[src/rtl/cabac_pkg.sv]
// Shared constants for the CABAC bitstream refill path.
package cabac_pkg;

  localparam int BUF_WIDTH_DEF = 32;
  localparam int BYTE_BITS     = 8;
  localparam int MAX_RE_SHIFT  = 7;
  localparam int MAX_EP_BINS   = 4;

endpackage

[src/rtl/cabac_bit_shifter.sv]
// Combinational next-state for the MSB-aligned bit buffer: drop the consumed
// bits from the top, then drop an accepted byte in directly below the bits
// that remain.
module cabac_bit_shifter
  import cabac_pkg::*;
#(
  parameter int BUF_WIDTH = BUF_WIDTH_DEF,
  parameter int AW        = $clog2(BUF_WIDTH + 1)
) (
  input  logic [BUF_WIDTH-1:0] bit_buf,
  input  logic [AW-1:0]        cnt,
  input  logic [2:0]           need,
  input  logic [7:0]           byte_in,
  input  logic                 accept,
  output logic [BUF_WIDTH-1:0] buf_next,
  output logic [AW-1:0]        cnt_next
);

  logic [AW-1:0]        need_w;
  logic [AW-1:0]        taken;
  logic [AW-1:0]        rem;
  logic [BUF_WIDTH-1:0] shifted;
  logic [BUF_WIDTH-1:0] inserted;

  // Bits below cnt are always zero, so the byte can be ORed into place.
  always_comb begin
    need_w   = AW'(need);
    taken    = (need_w > cnt) ? cnt : need_w;
    rem      = cnt - taken;
    shifted  = bit_buf << need;
    inserted = {byte_in, {(BUF_WIDTH-BYTE_BITS){1'b0}}} >> rem;
    buf_next = accept ? (shifted | inserted) : shifted;
    cnt_next = rem + (accept ? AW'(BYTE_BITS) : '0);
  end

endmodule

[src/rtl/cabac_bit_feeder.sv]
// Bit buffer feeding the CABAC arithmetic decoder: accepts stream bytes,
// supplies renormalisation and bypass bits, and tracks consumption/underrun.
module cabac_bit_feeder
  import cabac_pkg::*;
#(
  parameter int  BUF_WIDTH = BUF_WIDTH_DEF,
  parameter int  CNT_WIDTH = 32,
  localparam int AW        = $clog2(BUF_WIDTH + 1)
) (
  input  logic                 clk,
  input  logic                 reset,
  input  logic [7:0]           byte_in,
  input  logic                 byte_valid,
  output logic                 byte_ready,
  input  logic                 eos,
  input  logic                 cons_valid,
  output logic                 cons_ready,
  input  logic                 bypass,
  input  logic [2:0]           num_bits,
  input  logic [1:0]           n_bin,
  input  logic [15:0]          m_value_re_in,
  output logic [15:0]          m_value_re_out,
  output logic [3:0]           ep_bits,
  output logic [AW-1:0]        bits_avail,
  output logic [CNT_WIDTH-1:0] bits_consumed,
  output logic                 underrun
);

  logic [BUF_WIDTH-1:0] bit_buf;
  logic [AW-1:0]        cnt;
  logic                 eos_seen;
  logic [2:0]           need;
  logic [2:0]           need_eff;
  logic                 accept;
  logic                 consume;
  logic [7:0]           head;
  logic [BUF_WIDTH-1:0] buf_next;
  logic [AW-1:0]        cnt_next;

  // Handshakes and zero-latency decoder-facing outputs.
  always_comb begin
    need           = bypass ? ({1'b0, n_bin} + 3'd1) : num_bits;
    byte_ready     = reset && !eos_seen && (cnt <= AW'(BUF_WIDTH - BYTE_BITS));
    cons_ready     = reset && ((cnt >= AW'(need)) || eos_seen);
    accept         = byte_valid && byte_ready;
    consume        = cons_valid && cons_ready;
    need_eff       = consume ? need : 3'd0;
    head           = bit_buf[BUF_WIDTH-1 -: BYTE_BITS];
    m_value_re_out = m_value_re_in | ({8'h00, head} >> (4'd8 - {1'b0, num_bits}));
    ep_bits        = bit_buf[BUF_WIDTH-1 -: MAX_EP_BINS];
    bits_avail     = cnt;
  end

  cabac_bit_shifter #(
    .BUF_WIDTH (BUF_WIDTH),
    .AW        (AW)
  ) u_shifter (
    .bit_buf  (bit_buf),
    .cnt      (cnt),
    .need     (need_eff),
    .byte_in  (byte_in),
    .accept   (accept),
    .buf_next (buf_next),
    .cnt_next (cnt_next)
  );

  // Buffer, stream-end flag, statistics and sticky underrun.
  always_ff @(posedge clk) begin
    if (!reset) begin
      bit_buf       <= '0;
      cnt           <= '0;
      eos_seen      <= 1'b0;
      bits_consumed <= '0;
      underrun      <= 1'b0;
    end else begin
      bit_buf  <= buf_next;
      cnt      <= cnt_next;
      eos_seen <= eos_seen | eos;
      if (consume) begin
        bits_consumed <= bits_consumed + CNT_WIDTH'(need);
        if (cnt < AW'(need)) underrun <= 1'b1;
      end
    end
  end

endmodule

[config.mk]
export PLATFORM = sky130hd
export DESIGN_NAME = cabac_bit_feeder
export DESIGN_NICKNAME = d
export VERILOG_FILES = /design/src/rtl/cabac_pkg.sv /design/src/rtl/cabac_bit_shifter.sv /design/src/rtl/cabac_bit_feeder.sv
export SDC_FILE = /design/constraint.sdc
export NUM_CORES = 1
export LEC_CHECK = 0
export CAP_MARGIN = 25
export CORE_ASPECT_RATIO = 1.1
export CORE_MARGIN = 4
export CORE_UTILIZATION = 55
export CTS_BUF_LIST = sky130_fd_sc_hd__clkbuf_4 sky130_fd_sc_hd__clkbuf_8 sky130_fd_sc_hd__clkbuf_16
export DETAILED_ROUTE_END_ITERATION = 10
export PLACE_DENSITY = 0.81
export SLEW_MARGIN = 10
export SYNTH_ARGS = -nofsm -noshare
export SYNTH_HDL_FRONTEND = slang
export SYNTH_HIERARCHICAL = 1
export SYNTH_SLANG_ARGS = --single-unit
[constraint.sdc]
create_clock -name clk -period 11.25 [get_ports clk]
set_clock_uncertainty 0.2 [all_clocks]
set_input_delay 1.6875 -clock clk [delete_from_list [all_inputs] [get_ports clk]]
set_output_delay 1.6875 -clock clk [all_outputs]
set_load 0.05 [all_outputs]
==> Word-level counts from Yosys, hierarchy flattened <==
Cells that the tools add are included.
{ "totals": {"register_bits": 72, "memories": 0, "out_inout_bits": 61, "inputBits": 35, "elab_cells": 33, "latch_bits": 0, "ram_bits": 0, "mem_bits_ro": 0} }
{ "op_classes": {"n_bitwise": 3, "shift": 3, "div": 0, "n_addsub": 5, "n_lt_le_gt_ge": 4, "mul": 0, "reduce_logical": 8, "eq_ne": 0, "mux": 5} }
{ "op_table": {"columns": ["operator", "count"], "rows": [
  ["32-bit by 3-bit adder with 32-bit output", 1],
  ["32-bit two-way mux", 1],
  ["32-bit OR", 1],
  ["32-bit by 3-bit left shift with 32-bit output", 1],
  ["32-bit by 6-bit right shift with 32-bit output", 1],
  ["16-bit OR", 1],
  ["8-bit by 4-bit right shift with 16-bit output", 1],
  ["6-bit adder", 1],
  ["6-bit by 3-bit greater-or-equal comparator with 1-bit output", 1],
  ["3-bit by 6-bit > comparator with 1-bit output", 1],
  ["6-bit by 5-bit less-or-equal comparator with 1-bit output (second input constant)", 1],
  ["6-bit by 3-bit < comparator with 1-bit output", 1],
  ["3-bit two-way mux", 2],
  ["6-bit two-way mux", 1],
  ["6-bit subtractor", 1],
  ["1-bit logical AND", 5],
  ["4-bit two-way mux", 1],
  ["4-bit by 3-bit subtractor with 4-bit output (first input constant)", 1],
  ["2-bit by 1-bit adder with 3-bit output (second input constant)", 1],
  ["2-bit AND reduction", 1],
  ["1-bit zero test", 1],
  ["1-bit logical OR", 1],
  ["1-bit OR", 1]
]} }

==> Logic depth before layout (Yosys ltp) <==
Gate-level depths: netlist (run 1).
{ "logic_depth": {"ltp_word": 13, "mapped_depth": 28, "mapped_depth_nobuf": 23} }

==> Hierarchy <==
Netlist (run 1), hierarchy kept.
{ "by_module_without_submodules": {"columns": ["mod", "seq_area_each_um2", "area_each_um2", "n_inst", "cells_each"], "rows": [
  ["cabac_bit_feeder", 1441.4, 3343.2, 1, 360],
  ["cabac_bit_shifter", 0.0, 2218.4, 1, 294]
]} }

==> Worst setup path after synthesis (run 1) <==
No wires, ideal clock.
{ "synth_timing": {"path_kind": "input to register", "from": "input n_bin[0]", "to": "register bit_buf[13]", "arrival_ns": 7.033, "setup_time_ns": 0.059, "stages": 25, "required_ns": 10.991, "n_path_buf": 3, "slack_ns": 3.958, "cell_sequence": "ha_1 -> mux2i_1 -> ha_1 -> nor2b_1 -> o21ai_1 -> a31oi_1 -> and2_1 -> buf_2 -> buf_2 -> inv_1 -> ha_1 -> inv_1 -> a21o_1 -> a21oi_1 -> a311oi_2 -> mux2i_1 -> ha_1 -> fa_1 -> buf_6 -> or3b_4 -> o2bb2ai_1 -> or4_1 -> o211a_1 -> o21ai_2 -> and2_1"} }
{ "synth_via": {"elab_chain_len": 13, "word_cells_on_any_way": 14, "classes_between": "add/sub: 2; order compare: 2; shift: 2; mux: 4; bitwise: 1; reduce/logical: 3"} }
{ "synth_rtl": {"columns": ["item", "line_no", "rtl"], "rows": [
  ["start, declared", "cabac_bit_feeder.sv:20", "input logic [1:0] n_bin,"],
  ["2-bit by 1-bit adder with 3-bit output (*)", "cabac_bit_feeder.sv:42", "need = bypass ? ({1'b0, n_bin} + 3'd1) : num_bits;"],
  ["3-bit two-way mux (*)", "cabac_bit_feeder.sv:42", null],
  ["6-bit by 3-bit greater-or-equal comparator with 1-bit output", "cabac_bit_feeder.sv:44", "cons_ready = reset && ((cnt >= AW'(need)) || eos_seen);"],
  ["1-bit logical OR", "cabac_bit_feeder.sv:44", null],
  ["1-bit logical AND", "cabac_bit_feeder.sv:44", null],
  ["1-bit logical AND", "cabac_bit_feeder.sv:46", "consume = cons_valid && cons_ready;"],
  ["3-bit two-way mux (*)", "cabac_bit_feeder.sv:47", "need_eff = consume ? need : 3'd0;"],
  ["named net need_eff[0]", "cabac_bit_feeder.sv:33", "logic [2:0] need_eff;"],
  ["3-bit by 6-bit > comparator with 1-bit output", "cabac_bit_shifter.sv:28", "taken = (need_w > cnt) ? cnt : need_w;"],
  ["6-bit two-way mux", "cabac_bit_shifter.sv:28", null],
  ["6-bit subtractor", "cabac_bit_shifter.sv:29", "rem = cnt - taken;"],
  ["32-bit by 6-bit right shift with 32-bit output", "cabac_bit_shifter.sv:31", "inserted = {byte_in, {(BUF_WIDTH-BYTE_BITS){1'b0}}} >> rem;"],
  ["32-bit OR", "cabac_bit_shifter.sv:32", "buf_next = accept ? (shifted | inserted) : shifted;"],
  ["32-bit two-way mux (*)", "cabac_bit_shifter.sv:32", null],
  ["named net buf_next[13]", "cabac_bit_feeder.sv:37", "logic [BUF_WIDTH-1:0] buf_next;"],
  ["end signal, assigned", "cabac_bit_feeder.sv:76", "bit_buf <= buf_next;"],
  ["end, declared", "cabac_bit_feeder.sv:29", "logic [BUF_WIDTH-1:0] bit_buf;"]
]} }
Mark *: on every way through the listed nets, which the timed path passes. The rest lies on a longest branch.
A chain may end at the register's enable or synchronous reset.

==> Final worst setup path (run 1) <==
{ "layout_timing": {"from": "input n_bin[0]", "to": "register bit_buf[2]"} }
The elaborated chain is that of the path after synthesis.

==> flow_summary.ini, run 1 <==
[synth]
synthTopCellsByArea = dfxtp_1 26%, mux2i_1 12%, and2_1 4.7%
avgSynthCellArea_um2 = 8.504
synth-edff-count = 0
synth_top_area_frac = 0.2592
ys.flop_type = dfxtp_1
ys_warn_count = 6
synthArstFlopShare = 0
synth.most_common_cell = dfxtp_1
synth_area_um2 = 5562
synth-seq-cells = 72
syn_inst = 654
synth_top_cell_by_area = dfxtp_1
synthTopCellsByCount = 72 x dfxtp_1, 65 x mux2i_1, 45 x nand2_1
yosys.cell_types.count = 75
seq_area_frac_synth = 0.2592
synthesis.nets = 707

[pwr]
internal_power_mw = 0.7085
clkPwrFrac = 0.171
switching_share = 0.4757
netSwitchingPower_mw = 0.6428
peakVddDrop_mv = 0.1022
comb_power_share = 0.580
cellPowerDensity_nw_per_um2 = 207.8
p_leak_nw = 2.326
seq_power_share = 0.249

[hold_path]
min-delay-start = bits_consumed[31]
hp-class = register to register
hold_path_end = bits_consumed[31]
hold_depth = 2

[cts]
ctsLongestPathBuffers = 2
post-cts-setup-buffers = 0
clkSinkCount = 72
cts_resized = 0
numCtsBuffers = 9
root_buffer = clkbuf_8
htreeDepth = 3
clk_latency_ns = 0.35
cts_hold_buffers = 0
tritoncts = done
path_clk_slew_ns = 0.08

[placement]
io_buffer_count = 79
place_congestion = 0.9727
hpwl_mm = 11.60
dp.cells = 807

[outcome]
status = finished clean

[detailed_routing]
drc_errors = 0
wirelength_mm = 15.78
drtIter0Drc = 452
ant_nets = 0
post_drt_wl_per_cell_um = 19.14
vias_per_cell = 6.413
drt_pass1_iterations = 5
via_count = 5284

[floorplan]
fp.dieArea_um2 = 11790
start_util = 0.5624
fp.dieW_um = 103.9
ios = 96
core-area_um2 = 9889
rows = 38
die_h_um = 113.5

[setup_path]
cpMostUsedCell = ha_1
rr_endpoint = bit_buf[2]
crit_buf_inv = 4
criticalPathCategory = primary input to register
slowest_stage = and2_2
worstPathArrival_ns = 9.62
path_delay_family = compound AO/OA/AOI/OAI gates
max_stage_delay_ns = 0.89
worstPathCellList = clkdlybuf4s50_1 > ha_1 > mux2i_1 > ha_1 > nor2b_1 > o21ai_1 > a31oi_1 > and2_2 > inv_1 > ha_1 > inv_1 > a21o_1 > a21oi_1 > a311oi_2 > mux2i_1 > ha_1 > fa_1 > xor2_1 > inv_1 > o21ai_0 > mux2i_1 > o22ai_1 > and2_1
required_ns = 11.35
cp-start-kind = primary input
timing.rr.start = bits_avail[1]
r2r_setup_slack_ns = 3.60
worstPathMaxFanout = 38
end_kind = register
reg2reg_depth = 20

[timing]
max_slew.worst_pin.slew_ns = 0.9724
drv_slew = 0
finalCritPeriodShare = 0.8463
max_freq_mhz = 105.0
fin_crit_ns = 9.521
timing.final.hold_violations = 0
setup_viol = 0
slew_headroom = 0.3496
fin_setup_tns_ns = 0
rsz0062_at_grt = no

[global_route]
antenna_found_initial = 0
grt_max_degree = 51
grt_overflow_total = 0
grt_pass1_vias = 5100
grt_pass1_wl_mm = 25.31
track_usage = 0.2595

[layout]
nets = 752
syn2layout_area_growth_pct = 16.92
drive_gt1_frac = 0.09659
n_antenna_cell = 0
postLayoutCoreUtil = 0.6575
fin_cells = 824
fillers = 840

[flow_run]
cap_viol_max_count = 0
[sequential cells by signal, summed over array words and instances (netlist names)]
| name | count |
|---|---|
| bit_buf | 32 |
| bits_avail | 6 |
| bits_consumed | 32 |
| eos_seen | 1 |
| underrun | 1 |
[per-stage QoR]
| stage | setup slack (ns) | hold slack, ns | power [mW] | area, um2 |
|---|---|---|---|---|
| 3_5_place_dp | 1.641 | 0.2777 | 1.099 | 6279 |
| 3_3_place_gp | 2.007 | 0.2611 | 1.084 | 6279 |
| 6_report | 1.729 | 0.2935 | 1.351 | 6502 |
| 2_1_floorplan | 3.958 | 0.3158 | 0.9238 | 5562 |
| 4_1_cts | 1.970 | 0.2969 | 1.334 | 6497 |
| 5_1_grt | 1.285 | 0.3319 | 1.420 | 6502 |
[worst min-delay path: stages, from the launching register on]
cell and delay [ns]:
dfxtp_1 0.33, o31ai_1 0.07, a21oi_1 0.06
[how the worst max path moves through the flow]
| stage | start | to | cells after the start | slack [ns] |
|---|---|---|---|---|
| 3_3_place_gp | n_bin[0] | bit_buf[2] | 23 | 2.01 |
| 6_report | n_bin[0] | bit_buf[2] | 23 | 1.73 |
| 4_1_cts | n_bin[0] | bit_buf[2] | 23 | 1.97 |
| 3_5_place_dp | n_bin[0] | bit_buf[2] | 23 | 1.64 |
| 2_1_floorplan | n_bin[0] | bit_buf[13] | 25 | 3.96 |
| 5_1_grt | n_bin[0] | bit_buf[2] | 23 | 1.28 |
[layout make-up]
| cell class | count | area [um2] | area share |
|---|---|---|---|
| multi-input cells | 508 | 3776 | 0.5807 |
| flip-flops and latches | 72 | 1441 | 0.2217 |
| repair buffers | 84 | 825.8 | 0.1270 |
| well taps | 120 | 150.1 | 0.02309 |
| clock buffers | 9 | 123.9 | 0.01905 |
| clock inverters | 7 | 95.09 | 0.01462 |
| inverters | 24 | 90.09 | 0.01385 |
[cell usage in the layout (no fill, tap or decap), types with 5 or more instances in the layout]
cell type        instances
nand2b_1                 6
and2_1                  41
mux4_2                  11
nor2_1                  36
a21oi_1                 42
nor2b_1                  7
nand2_1                 45
nor3_1                   9
o21ai_0                 37
ha_1                    16
inv_1                   23
a211oi_1                 6
mux2i_1                 65
a21o_1                   9
dfxtp_1                 72
mux2_2                  15
nand3b_1                 5
nand4_1                 10
nand3_1                 19
xnor2_1                  6
o211ai_1                 5
clkbuf_8                 9
clkdlybuf4s50_1         79
o31ai_1                 16
or4_1                   11
or3_1                    6
[kinds of logic after synthesis]
kind of cell	Yosys count	synth area share
AO/OA/AOI/OAI	168	0.2063
multiplexers	91	0.1919
flip-flops	72	0.2592
AND/OR/NAND/NOR	220	0.2169
adder cells (fa/ha/maj)	18	0.04319
XOR/XNOR	11	0.01867
buffers and inverters	74	0.06389
[power groups by stage]
stage | Clock, mW | Sequential, mW | Combinational (mW)
floorplan | 0 | 0.359 | 0.565
global placement | 0 | 0.340 | 0.744
detailed placement | 0 | 0.342 | 0.757
CTS | 0.234 | 0.336 | 0.764
global route | 0.243 | 0.342 | 0.835
finish | 0.231 | 0.337 | 0.783
[layer usage]
| layer | global-route usage | routed length, um | vias to the layer above |
|---|---|---|---|
| met5 | 0 | 0 | - |
| met4 | 0.09043 | 325 | 0 |
| met3 | 0.04697 | 1225 | 36 |
| met2 | 0.4699 | 8002 | 245 |
| met1 | 0.3104 | 6222 | 2486 |
| li1 | - | - | 2517 |
Note: power is estimated with default switching activity, not from simulation.
==> inputs of run 2 (changes only) <==
--- a/config.mk
+++ b/config.mk
@@ -8,10 +8,10 @@
 export CAP_MARGIN = 25
 export CORE_ASPECT_RATIO = 1.1
 export CORE_MARGIN = 4
-export CORE_UTILIZATION = 55
+export CORE_UTILIZATION = 49
 export CTS_BUF_LIST = sky130_fd_sc_hd__clkbuf_4 sky130_fd_sc_hd__clkbuf_8 sky130_fd_sc_hd__clkbuf_16
 export DETAILED_ROUTE_END_ITERATION = 10
-export PLACE_DENSITY = 0.81
+export PLACE_DENSITY = 0.76
 export SLEW_MARGIN = 10
 export SYNTH_ARGS = -nofsm -noshare
 export SYNTH_HDL_FRONTEND = slang
==> constraint.sdc (replaced) <==
create_clock -name clk -period 8.02 [get_ports clk]
set_clock_uncertainty 0.2 [all_clocks]
set_input_delay 1.203 -clock clk [delete_from_list [all_inputs] [get_ports clk]]
set_output_delay 1.203 -clock clk [all_outputs]
set_load 0.05 [all_outputs]
==> run 2 against run 1 <==
Design area grew 2.3%. Routed wire length shrank 1.5%. Worst setup slack lost 1.1 ns. Global-route usage shrank 1.8 points. Worst hold slack lost 0.0066 ns. Sequential share of layout area shrank 0.50 points. Largest power group unchanged.
==> flow_summary.ini, run 2 (synthesis results as in run 1) <==
[layout]
final_cell_mix = 79 x clkdlybuf4s50_1, 72 x dfxtp_1, 65 x mux2i_1
final_common_cell = clkdlybuf4s50_1
nets = 756
syn2layout_area_growth_pct = 19.62
fin_cells = 855
n_antenna_cell = 0
drive_gt1_frac = 0.1017
postLayoutCoreUtil = 0.6042

[global_route]
grt_pass1_vias = 5112
grt_overflow_total = 0
antenna_found_initial = 0
grt_max_degree = 50
track_usage = 0.2411
grt_pass1_wl_mm = 25.83

[cts]
cts_resized = 0
post-cts-setup-buffers = 0
tritoncts = done
numCtsBuffers = 9
ctsLongestPathBuffers = 2
cts_hold_buffers = 0
htreeDepth = 3
clk_latency_ns = 0.33
clkSinkCount = 72
path_clk_slew_ns = 0.06
root_buffer = clkbuf_16

[floorplan]
fp.dieW_um = 109.6
die_h_um = 119.7
ios = 96
start_util = 0.5051
rows = 40
fp.dieArea_um2 = 13120
core-area_um2 = 11010

[setup_path]
criticalPathCategory = primary input to register
worstPathMaxFanout = 9
r2r_setup_slack_ns = 2.11
cp-start-kind = primary input
required_ns = 8.04
end_kind = register
timing.rr.start = bits_avail[1]
worstPathArrival_ns = 7.41
reg2reg_depth = 20
rr_endpoint = bit_buf[20]

[timing]
setup_slack_ns = 0.6344
max_freq_mhz = 135.4
setup_viol = 0
fin_crit_ns = 7.386
drv_slew = 0
timing.final.hold_violations = 0
fin_setup_tns_ns = 0
max_slew.worst_pin.slew_ns = 0.7811
slew_headroom = 0.4761
finalCritPeriodShare = 0.9209
rsz0062_at_grt = no

[hold_path]
hp-class = register to register
hold_path_end = bits_consumed[31]
min-delay-start = bits_consumed[31]
hold_depth = 2

[placement]
place_ws_ns = 0.4568
hpwl_mm = 11.42
dp.cells = 839
place_congestion = 0.9632
io_buffer_count = 79

[flow_run]
cap_viol_max_count = 0

[detailed_routing]
drc_errors = 0
ant_nets = 0
wirelength_mm = 15.54
drtIter0Drc = 364
vias_per_cell = 6.164
post_drt_wl_per_cell_um = 18.18
drt_pass1_iterations = 5
via_count = 5270

[pwr]
peakVddDrop_mv = 0.2025
cellPowerDensity_nw_per_um2 = 303.4
p_leak_nw = 2.384

[outcome]
status = finished clean
## run 2: cell count changes in the layout (fill, tap and decap cells not counted), sizes merged
cell,previous run,this run
buf,4,9
bufinv,2,1
clkbuf,10,9
inv,24,25
## run 2: worst max-delay path by stage
stage,slack (ns),from,end,cells after the start
CTS,0.70,n_bin[0],bit_buf[20],23
floorplan,1.21,n_bin[0],bit_buf[13],25
global route,0.24,n_bin[0],bit_buf[7],22
detailed placement,0.46,n_bin[0],bit_buf[20],21
finish,0.63,n_bin[0],bit_buf[20],23
global placement,0.62,n_bin[0],bit_buf[2],21
## run 2: per-layer routing
metal,part of all wire,global-route usage
met4,0.015,0.07015
met2,0.50,0.4053
met3,0.061,0.03658
met1,0.42,0.3168
met5,0,0
## run 2: worst max-delay path: stages
cell             delay, ns
clkdlybuf4s50_1       0.44
ha_1                  0.30
mux2i_1               0.36
ha_1                  0.37
nor2b_1               0.18
o21ai_1               0.45
a31oi_1               0.34
and2_2                0.31
inv_1                 0.13
ha_1                  0.18
inv_1                 0.05
a21o_1                0.15
a21oi_1               0.19
a311oi_2              0.08
mux2i_1               0.17
ha_1                  0.25
fa_1                  0.73
buf_4                 0.24
mux2i_1               0.50
nor2_1                0.08
mux2i_1               0.33
o221ai_1              0.18
and2_1                0.18
## run 2: stage by stage
| stage | hold WS, ns | power, mW | cell area [um2] |
|---|---|---|---|
| floorplan | 0.3158 | 1.296 | 5562 |
| global placement | 0.2630 | 1.565 | 6350 |
| detailed placement | 0.2737 | 1.587 | 6350 |
| CTS | 0.2890 | 2.003 | 6653 |
| global route | 0.3222 | 2.139 | 6653 |
| finish | 0.2868 | 2.018 | 6653 |
## run 2: cell type report
cell class | instances | area [um2]
Fill cell | 952 | 4358
Multi-Input combinational cell | 508 | 3776
Sequential cell | 72 | 1441
Timing Repair Buffer | 88 | 858.3
Clock buffer | 9 | 225.2
Tap cell | 147 | 183.9
Inverter | 24 | 90.09
Clock inverter | 7 | 77.57
## run 2: report_power, final
group	switching, mW	leakage [nW]	internal [mW]
clock network	0.165	0.146	0.244
logic	0.706	1.65	0.431
registers	0.0660	0.584	0.407
==> inputs of run 3 (changes only) <==
--- a/config.mk
+++ b/config.mk
@@ -6,11 +6,11 @@
 export NUM_CORES = 1
 export LEC_CHECK = 0
 export CAP_MARGIN = 25
-export CORE_ASPECT_RATIO = 1.1
 export CORE_MARGIN = 4
 export CORE_UTILIZATION = 49
 export CTS_BUF_LIST = sky130_fd_sc_hd__clkbuf_4 sky130_fd_sc_hd__clkbuf_8 sky130_fd_sc_hd__clkbuf_16
 export DETAILED_ROUTE_END_ITERATION = 10
+export GPL_ROUTABILITY_DRIVEN = 0
 export PLACE_DENSITY = 0.76
 export SLEW_MARGIN = 10
 export SYNTH_ARGS = -nofsm -noshare
==> run 3 against run 2 <==
Worst hold slack got worse by 0.0043 ns. Critical path depth is 1 lower. First-iteration DRC count increased by 61%. Design area is essentially flat. Total power down 0.93%. Final cell count down 0.58%. Die area about the same. Routed wire length down 2.9%. Sequential share of layout area barely moved. Largest power group unchanged. Highest routed layer unchanged.
==> flow_summary.ini, run 3 (synthesis results as in run 1) <==
[layout]
n_antenna_cell = 0
postLayoutCoreUtil = 0.6061
nets = 758
drive_gt1_frac = 0.1042
syn2layout_area_growth_pct = 19.68
final_common_cell = clkdlybuf4s50_1
final_cell_mix = 79 x clkdlybuf4s50_1, 72 x dfxtp_1, 65 x mux2i_1

[timing]
max_slew.worst_pin.slew_ns = 0.7085
drv_slew = 0
setup_slack_ns = 0.5476
finalCritPeriodShare = 0.9317
setup_viol = 0
fin_setup_tns_ns = 0
rsz0062_at_grt = no
slew_headroom = 0.5238
whs_ns = 0.2826
max_freq_mhz = 133.8
timing.final.hold_violations = 0
fin_crit_ns = 7.472

[setup_path]
worstPathMaxFanout = 36
slowest_stage = fa_1
end_kind = register
reg2reg_depth = 18
timing.rr.start = bits_avail[1]
cpMostUsedCell = ha_1
cp-start-kind = primary input
rr_endpoint = bit_buf[19]
worstPathArrival_ns = 7.56
worstPathCellList = clkdlybuf4s50_1 > ha_1 > mux2i_1 > buf_4 > ha_1 > nor2b_1 > o21ai_1 > a31o_4 > nor2_2 > ha_1 > a21o_1 > a21oi_1 > a311oi_2 > mux2i_1 > ha_1 > fa_1 > buf_4 > nand3_1 > o21ai_0 > mux2i_1 > o21ai_0 > and2_1
required_ns = 8.11
criticalPathCategory = primary input to register
r2r_setup_slack_ns = 1.89
max_stage_delay_ns = 0.77

[floorplan]
fp.dieW_um = 114.5
ios = 96
rows = 38
die_h_um = 114.5
start_util = 0.5064
core-area_um2 = 10980
fp.dieArea_um2 = 13120

[hold_path]
hold_path_end = bits_consumed[31]
min-delay-start = bits_consumed[31]
hp-class = register to register
hold_depth = 2

[cts]
path_clk_slew_ns = 0.06
cts_hold_buffers = 0
numCtsBuffers = 9
post-cts-setup-buffers = 0
htreeDepth = 3
clkSinkCount = 72
root_buffer = clkbuf_16
tritoncts = done
ctsLongestPathBuffers = 2
cts_resized = 0
clk_latency_ns = 0.34

[outcome]
status = finished clean

[global_route]
grt_max_degree = 50
grt_pass1_vias = 4948
track_usage = 0.2298
met2_usage = 0.3547
gr-max-usage-layer = met2
antenna_found_initial = 0
grt_overflow_total = 0
use_met3 = 0.04863
grtUsageMet1 = 0.3180
grt_pass1_wl_mm = 24.63

[detailed_routing]
drt_pass1_iterations = 5
vias_per_cell = 6.216
ant_nets = 0
drc_errors = 0
post_drt_wl_per_cell_um = 17.75
wirelength_mm = 15.09
drtIter0Drc = 585
via_count = 5284

[placement]
hpwl_mm = 11.17
place_ws_ns = 0.3955
io_buffer_count = 79

[pwr]
p_total_mw = 1.999
p_leak_nw = 2.393
cellPowerDensity_nw_per_um2 = 300.4
peakVddDrop_mv = 0.2558

[flow_run]
cap_viol_max_count = 0
run 3: changes by cell type in the layout (fill, tap and decap cells not counted), sizes merged:
cell	before	now
inv	25	23
clkbuf	9	12
buf	9	10
run 3: stage by stage:
stage               cell area [um2]  std cells
floorplan                      5562        654
global route                   6656        850
CTS                            6651        849
detailed placement             6349        833
global placement               6349        833
finish                         6656        850
run 3: worst max-delay path, delay by kind of cell:
kind | cells | cell delay [ns]
and+or+nand+nor | 4 | 0.60
AOI/OAI and AO/OA | 7 | 2.42
muxes | 3 | 0.58
buffers and inverters | 3 | 0.84
adders and majority gates | 5 | 1.91
run 3: cell type report:
type	count	area (um2)
clock buffer	11	246.5
clock inverter	5	56.30
fill	951	4327
inverter	24	90.09
multi-input combinational	508	3776
sequential	72	1441
tap	140	175.2
timing repair buffer	90	870.8
run 3: power breakdown:
part	internal, mW	switching, mW	leakage [nW]
Combinational	0.427	0.691	1.66
Sequential	0.407	0.0661	0.584
Clock	0.252	0.157	0.149
Total	1.09	0.914	2.39
run 3: worst max path at each step:
stage / from / endpoint / slack (ns)
2_1_floorplan: n_bin[0] / bit_buf[13] / 1.21
3_3_place_gp: n_bin[0] / bit_buf[2] / 0.57
3_5_place_dp: n_bin[0] / bit_buf[19] / 0.40
4_1_cts: n_bin[0] / bit_buf[2] / 0.72
5_1_grt: n_bin[0] / bit_buf[3] / 0.11
6_report: n_bin[0] / bit_buf[19] / 0.55
run 3: layer usage:
metal	routed length, um	up-vias
li1	-	2519
met1	6747	2491
met2	6814	243
met3	1143	31
met4	380	0
met5	0	-
